**src/rtl/lcd_text_driver.sv**
```systemverilog
// HD44780 16x2 text driver: powers up and initialises the LCD in 8-bit write-only mode,
// then mirrors the calculator's 32-character text buffer onto the two display lines.
module lcd_text_driver #(
   parameter int POWERUP_CYC  = 750000,
   parameter int SETUP_CYC    = 3,
   parameter int E_HIGH_CYC   = 12,
   parameter int CMD_WAIT_CYC = 2000,
   parameter int CLR_WAIT_CYC = 82000
) (
   input  logic         Clk,
   input  logic         Reset,
   input  logic [255:0] text_in,
   input  logic         refresh_req,
   output logic [7:0]   lcd_data,
   output logic         lcd_rs,
   output logic         lcd_rw,
   output logic         lcd_e,
   output logic         init_done,
   output logic         busy
);

   typedef enum logic [1:0] {POWERUP, INIT, IDLE, REFRESH} state_t;
   typedef enum logic [1:0] {SETUP, EHIGH, WAIT} phase_t;

   localparam int MAX_A   = (POWERUP_CYC > CLR_WAIT_CYC) ? POWERUP_CYC : CLR_WAIT_CYC;
   localparam int MAX_B   = (CMD_WAIT_CYC > E_HIGH_CYC) ? CMD_WAIT_CYC : E_HIGH_CYC;
   localparam int MAX_C   = (MAX_A > MAX_B) ? MAX_A : MAX_B;
   localparam int MAX_CYC = (MAX_C > SETUP_CYC) ? MAX_C : SETUP_CYC;
   localparam int CNT_W   = $clog2(MAX_CYC + 1);

   localparam logic [CNT_W-1:0] PWR_LAST   = CNT_W'(POWERUP_CYC - 1);
   localparam logic [CNT_W-1:0] SETUP_LAST = CNT_W'(SETUP_CYC - 1);
   localparam logic [CNT_W-1:0] EHIGH_LAST = CNT_W'(E_HIGH_CYC - 1);
   localparam logic [CNT_W-1:0] CMD_LAST   = CNT_W'(CMD_WAIT_CYC - 1);
   localparam logic [CNT_W-1:0] CLR_LAST   = CNT_W'(CLR_WAIT_CYC - 1);
   localparam logic [5:0]       INIT_LAST  = 6'd6;
   localparam logic [5:0]       REF_LAST   = 6'd33;

   state_t             state, state_next;
   phase_t             phase, phase_next;
   logic [CNT_W-1:0]   cnt, cnt_next;
   logic [5:0]         step, step_next;
   logic [255:0]       shadow, shadow_next;
   logic               init_done_next;
   logic [7:0]         lcd_data_next;
   logic               lcd_rs_next;
   logic [8:0]         nxt_word;
   logic               cur_clr;
   logic [CNT_W-1:0]   wait_last;

   // Returns {rs, byte} for one write: init commands, or the refresh burst
   // (80, chars 0..15, C0, chars 16..31) with control codes shown as blanks.
   function automatic logic [8:0] write_word(input logic in_init, input logic [5:0] idx,
                                             input logic [255:0] txt);
      logic [4:0] ci;
      logic [7:0] ch;
      int         pos;
      write_word = {1'b0, 8'h06};
      ci         = '0;
      ch         = '0;
      pos        = 0;
      if (in_init) begin
         case (idx)
            6'd0, 6'd1, 6'd2, 6'd3: write_word = {1'b0, 8'h38};
            6'd4:                   write_word = {1'b0, 8'h0C};
            6'd5:                   write_word = {1'b0, 8'h01};
            default:                write_word = {1'b0, 8'h06};
         endcase
      end else if (idx == 6'd0) begin
         write_word = {1'b0, 8'h80};
      end else if (idx == 6'd17) begin
         write_word = {1'b0, 8'hC0};
      end else begin
         ci  = (idx < 6'd17) ? 5'(idx - 6'd1) : 5'(idx - 6'd2);
         pos = 8 * (31 - int'(ci));
         ch  = txt[pos +: 8];
         if (ch < 8'h20 || ch == 8'h7F) ch = 8'h20;
         write_word = {1'b1, ch};
      end
   endfunction

   // Clear and the three power-on function-sets need the long settling wait.
   function automatic logic is_clr_step(input logic in_init, input logic [5:0] idx);
      is_clr_step = in_init && (idx == 6'd0 || idx == 6'd1 || idx == 6'd2 || idx == 6'd5);
   endfunction

   always_ff @(posedge Clk or posedge Reset) begin
      if (Reset) begin
         state     <= POWERUP;
         phase     <= SETUP;
         cnt       <= '0;
         step      <= '0;
         shadow    <= {32{8'h20}};
         init_done <= 1'b0;
         lcd_data  <= 8'h00;
         lcd_rs    <= 1'b0;
      end else begin
         state     <= state_next;
         phase     <= phase_next;
         cnt       <= cnt_next;
         step      <= step_next;
         shadow    <= shadow_next;
         init_done <= init_done_next;
         lcd_data  <= lcd_data_next;
         lcd_rs    <= lcd_rs_next;
      end
   end

   assign nxt_word  = write_word(state == INIT, step + 6'd1, shadow);
   assign cur_clr   = is_clr_step(state == INIT, step);
   assign wait_last = cur_clr ? CLR_LAST : CMD_LAST;

   // Each write walks SETUP -> EHIGH -> WAIT; data/rs are latched only on SETUP entry.
   always_comb begin
      state_next     = state;
      phase_next     = phase;
      cnt_next       = cnt;
      step_next      = step;
      shadow_next    = shadow;
      init_done_next = init_done;
      lcd_data_next  = lcd_data;
      lcd_rs_next    = lcd_rs;
      case (state)
         POWERUP: begin
            if (cnt == PWR_LAST) begin
               state_next    = INIT;
               phase_next    = SETUP;
               cnt_next      = '0;
               step_next     = '0;
               lcd_rs_next   = 1'b0;
               lcd_data_next = 8'h38;
            end else begin
               cnt_next = cnt + 1'b1;
            end
         end
         IDLE: begin
            if (text_in != shadow || refresh_req) begin
               shadow_next   = text_in;
               state_next    = REFRESH;
               phase_next    = SETUP;
               cnt_next      = '0;
               step_next     = '0;
               lcd_rs_next   = 1'b0;
               lcd_data_next = 8'h80;
            end
         end
         default: begin
            case (phase)
               SETUP: begin
                  if (cnt == SETUP_LAST) begin
                     phase_next = EHIGH;
                     cnt_next   = '0;
                  end else begin
                     cnt_next = cnt + 1'b1;
                  end
               end
               EHIGH: begin
                  if (cnt == EHIGH_LAST) begin
                     phase_next = WAIT;
                     cnt_next   = '0;
                  end else begin
                     cnt_next = cnt + 1'b1;
                  end
               end
               default: begin
                  if (cnt != wait_last) begin
                     cnt_next = cnt + 1'b1;
                  end else begin
                     cnt_next = '0;
                     if (state == INIT && step == INIT_LAST) begin
                        init_done_next = 1'b1;
                        shadow_next    = {32{8'h20}};
                        state_next     = REFRESH;
                        phase_next     = SETUP;
                        step_next      = '0;
                        lcd_rs_next    = 1'b0;
                        lcd_data_next  = 8'h80;
                     end else if (state == REFRESH && step == REF_LAST) begin
                        state_next = IDLE;
                        phase_next = SETUP;
                        step_next  = '0;
                     end else begin
                        phase_next    = SETUP;
                        step_next     = step + 6'd1;
                        lcd_rs_next   = nxt_word[8];
                        lcd_data_next = nxt_word[7:0];
                     end
                  end
               end
            endcase
         end
      endcase
   end

   // E is decoded straight from state so an async reset drops it in the same cycle.
   always_comb begin
      lcd_e  = (state == INIT || state == REFRESH) && (phase == EHIGH);
      busy   = (state != IDLE);
      lcd_rw = 1'b0;
   end

endmodule

```
**config.mk**
```make
export PLATFORM = sky130hd
export DESIGN_NAME = lcd_text_driver
export DESIGN_NICKNAME = d
export VERILOG_FILES = /design/src/rtl/lcd_text_driver.sv
export SDC_FILE = /design/constraint.sdc
export NUM_CORES = 1
export LEC_CHECK = 0
export CORE_MARGIN = 2
export CORE_UTILIZATION = 25
export DETAILED_ROUTE_END_ITERATION = 7
export SYNTH_ARGS = -nofsm -noshare
export SYNTH_HDL_FRONTEND = slang
export SYNTH_SLANG_ARGS = --single-unit
```
**constraint.sdc**
```tcl
create_clock -name Clk -period 11.1 [get_ports Clk]
set_input_delay 1.665 -clock Clk [delete_from_list [all_inputs] [get_ports Clk]]
set_output_delay 1.665 -clock Clk [all_outputs]
set_load 0.01 [all_outputs]
```
==> results.md <==
- Crit-path leading delay family: compound AO/OA/AOI/OAI gates
- Post-layout instance area: 24200 sq um
- Nets@finish: 2680
- Clock root buffer: clkbuf_16
- Delay of the slowest cell on the worst path: roughly 0.86 ns
- Final Skew: ~0.034 ns
- DR vias: 19500
- Fmax: 157 MHz
- Post-CTS Setup Inserts: 0
- Worst-path cell chain: inv_1 -> buf_4 -> ha_1 -> clkinv_1 -> ha_1 -> buf_4 -> inv_1 -> o31ai_1 -> buf_4 -> and2_1 -> a2111oi_0 -> a41o_1 -> a311oi_1 -> o211ai_2 -> nor4_1 -> o31ai_1 -> a22o_1
- Setup violators final: 0
- Critical path buffers and inverters: 6
- Post-cts repair resize count: 0
- TNS Setup: 0 ns
- Worst EP required: 11.55 ns
- Drt via density: about 5.6
- Max_slew headroom: 0.210
- Post-synthesis average cell area: approximately 8.7 sq um
- Register area share after synthesis: 0.385
- Cell taking the most area after synthesis: dfrtp_1
- Die Y: 282 microns
- Outcome: complete, no violations
- Worst Tran Pin Value: 1.17 ns
- Clock latency on the worst-skew pair: a little under 0.6 ns
- Reg clk slew, reported paths: 0.06 ns
- Largest net degree at the start of global routing: 154
- Number of synthesized register bits: 296
- Synth top area share: 0.341
- Antenna Nets Post-Route: 0
- Crit path capture type: flip-flop
- Hold Path Class: flip-flop to flip-flop
- Global Route Usage Sum: 0.239
- Clk sinks: approximately 300
- Critical path type: flip-flop to flip-flop
- Synth top cells by count: 414 x nand2_1, 264 x dfrtp_1, 238 x nand3_1
- Ys flop type: dfrtp_1
- Leak: 10.0 nW
- Largest family of logic cells by synthesized area: simple AND/OR/NAND/NOR gates
- Fin crit share: 0.575
- Starting density of the core: 0.251
- # DRC: 0
- IO Port Bufs: 270
- Cell Area, Placed: 22900 sq um
- Worst path arrival time: between 6 and 7 ns
- Die W: approximately 280 microns
- Distinct cells, synth: 93
- RSZ-0062 raised after global routing: false
- Synth Area in Simple Gates: 0.228
- Syn_nets: between 2000 and 2500
- Rows: 102
- Crit-path max FO: 36
- Vias in the first global route: 18100
- Final WL: 96.9 mm
- Synth Area in Compound Gates: 0.161
- CTS Hold Bufs: 0
- Initial DRC Count: 2547
- Die area: ~80000 sq um
- DP HPWL: roughly 74 mm
- Ranking of synthesized cells by area: dfrtp_1 34%, nand2_1 8.0%, mux4_2 6.5%
- TritonCTS clock tree: done
- CTS H-tree lvls: 2
- CP Launch Type: flip-flop
- Total power: 2.89 mW
- Synth-to-Final Area Change: 24.7%
- Hold Slack: approximately 0.48 ns
- Maxcap violations: 0
- GRT overflow: 0
- Final-report hold violation count: 0
- Max-slew violation count: 0
- Crit path top cell by count: buf_4
- P per Cell Area: 120 nW/um^2
- Initial antenna violation count: 4
- Multiplexer area fraction after synthesis: 0.0802
- Router iterations before antenna repair: 8
- Post-synth EDFFs: 0
- Post-Synth XOR/XNOR Area: 0.0814
- Count leader, synth: nand2_1
- GPL Wtd Cong: approximately 1.0
- Post-route minimum period: 6.38 ns
- Critical path's slowest cell: a311oi_1
- Avg WL per Cell: 27.8 microns
- Num CTS Buffers: 38
- Mapped Cells: 2231
- Proportion of layout cells with a drive suffix above 1: 0.0884
- Adder-cell share of the synthesized area: 0.00517
- Worst IR Drop VDD: 0.0951 mV
- Async S/R FF share, synth: 1.00
- First-pass GRT wire length: 136 mm
- Yosys Warn Count: 0
- Clk buf depth: 3
- Post-Syn Area: 19400 sq um
- Core Region: 77100 sq um
- # IOs: ~270
==> power breakdown <==
group	internal, mW	switching, mW	leakage (nW)
registers	1.13	0.0902	3.44
clock network	0.744	0.534	0.617
logic	0.180	0.207	5.94
==> layer usage <==
metal  vias up  GRT usage  part of all wire
met2      1245      0.361              0.44
li1       8387          -                 -
met3       286     0.0521             0.097
met4         6      0.163             0.081
met1      9613      0.304              0.38
met5         -          0           0.00042
==> worst reg2reg max path: cells and delay by family (launching register included) <==
kind / cells / cell delay [ns]
AO/OA/AOI/OAI: 7 / 2.48
adder cells (fa/ha/maj): 2 / 0.85
buffers and inverters: 6 / 1.69
flip-flops: 1 / 0.79
AND/OR/NAND/NOR: 2 / 0.45
==> layout by cell type (no fill, tap or decap), types with 10 or more instances in the layout <==
master           instances
dfstp_2                 32
xor2_1                 111
a21oi_1                 45
nor2_1                  71
o22ai_1                 80
dfrtp_1                263
nor2b_1                 34
xnor2_1                 69
o221ai_1                11
clkbuf_16               38
clkbuf_1                10
nor4_1                  56
inv_1                  108
nand2b_1                12
and3_1                  10
nand2_1                414
a2111oi_0               10
o31ai_1                 35
or3_1                   13
a22o_1                  14
o21ai_0                109
nor3_1                  18
mux2i_1                 18
mux4_2                  56
buf_4                   23
nand3_1                238
o2bb2ai_1               18
nand4_1                 32
clkdlybuf4s50_1        270
a31oi_1                 23
==> stage by stage <==
| step | util | cells | setup slack (ns) |
|---|---|---|---|
| final | 0.313 | 3486 | 4.72 |
| after global routing | 0.313 | 3484 | 4.40 |
| after CTS | 0.313 | 3483 | 4.95 |
| after detailed placement | 0.297 | 3413 | 4.37 |
| after global placement | 0.297 | 3413 | 4.41 |
| after floorplan | - | 2231 | 1.31 |
==> area by class of cell <==
class	count	area (sq um)
clock inverters	13	144
well taps	1040	1300
diodes	3	7.51
fillers	8161	52900
flip-flops and latches	296	7450
multi-input cells	1672	10800
repair buffers	295	2920
clock buffers	57	1110
inverters	110	420
==> sequential cells by signal, indices dropped and copies added (netlist names) <==
| signal | count |
|---|---|
| cnt | 20 |
| init_done | 1 |
| lcd_data | 8 |
| lcd_rs | 1 |
| phase | 2 |
| shadow | 256 |
| state | 2 |
| step | 6 |
==> final timing paths <==
path                            from     endpoint  slack [ns]  cells past startpoint
setup / recovery             step[0]  lcd_data[4]        4.72                     17
hold / removal             init_done    init_done        0.48                      1
setup reg to reg             step[0]  lcd_data[4]        4.72                     17
hold reg to reg            init_done    init_done        0.48                      1
max in group asynchronous      Reset      step[0]        8.10                      3
min in group asynchronous      Reset    init_done        1.58                      2
==> kinds of logic (layout without fill, tap and decap cells) <==
group | Yosys count | count (layout)
compound gates | 457 | 457
xor+xnor | 180 | 180
fa+ha+maj | 8 | 8
buf+inv | 263 | 475
flops | 296 | 296
mux | 84 | 84
other cells | 1 | 4
simple gates | 942 | 942
Note: power is estimated with default switching activity, not from simulation.
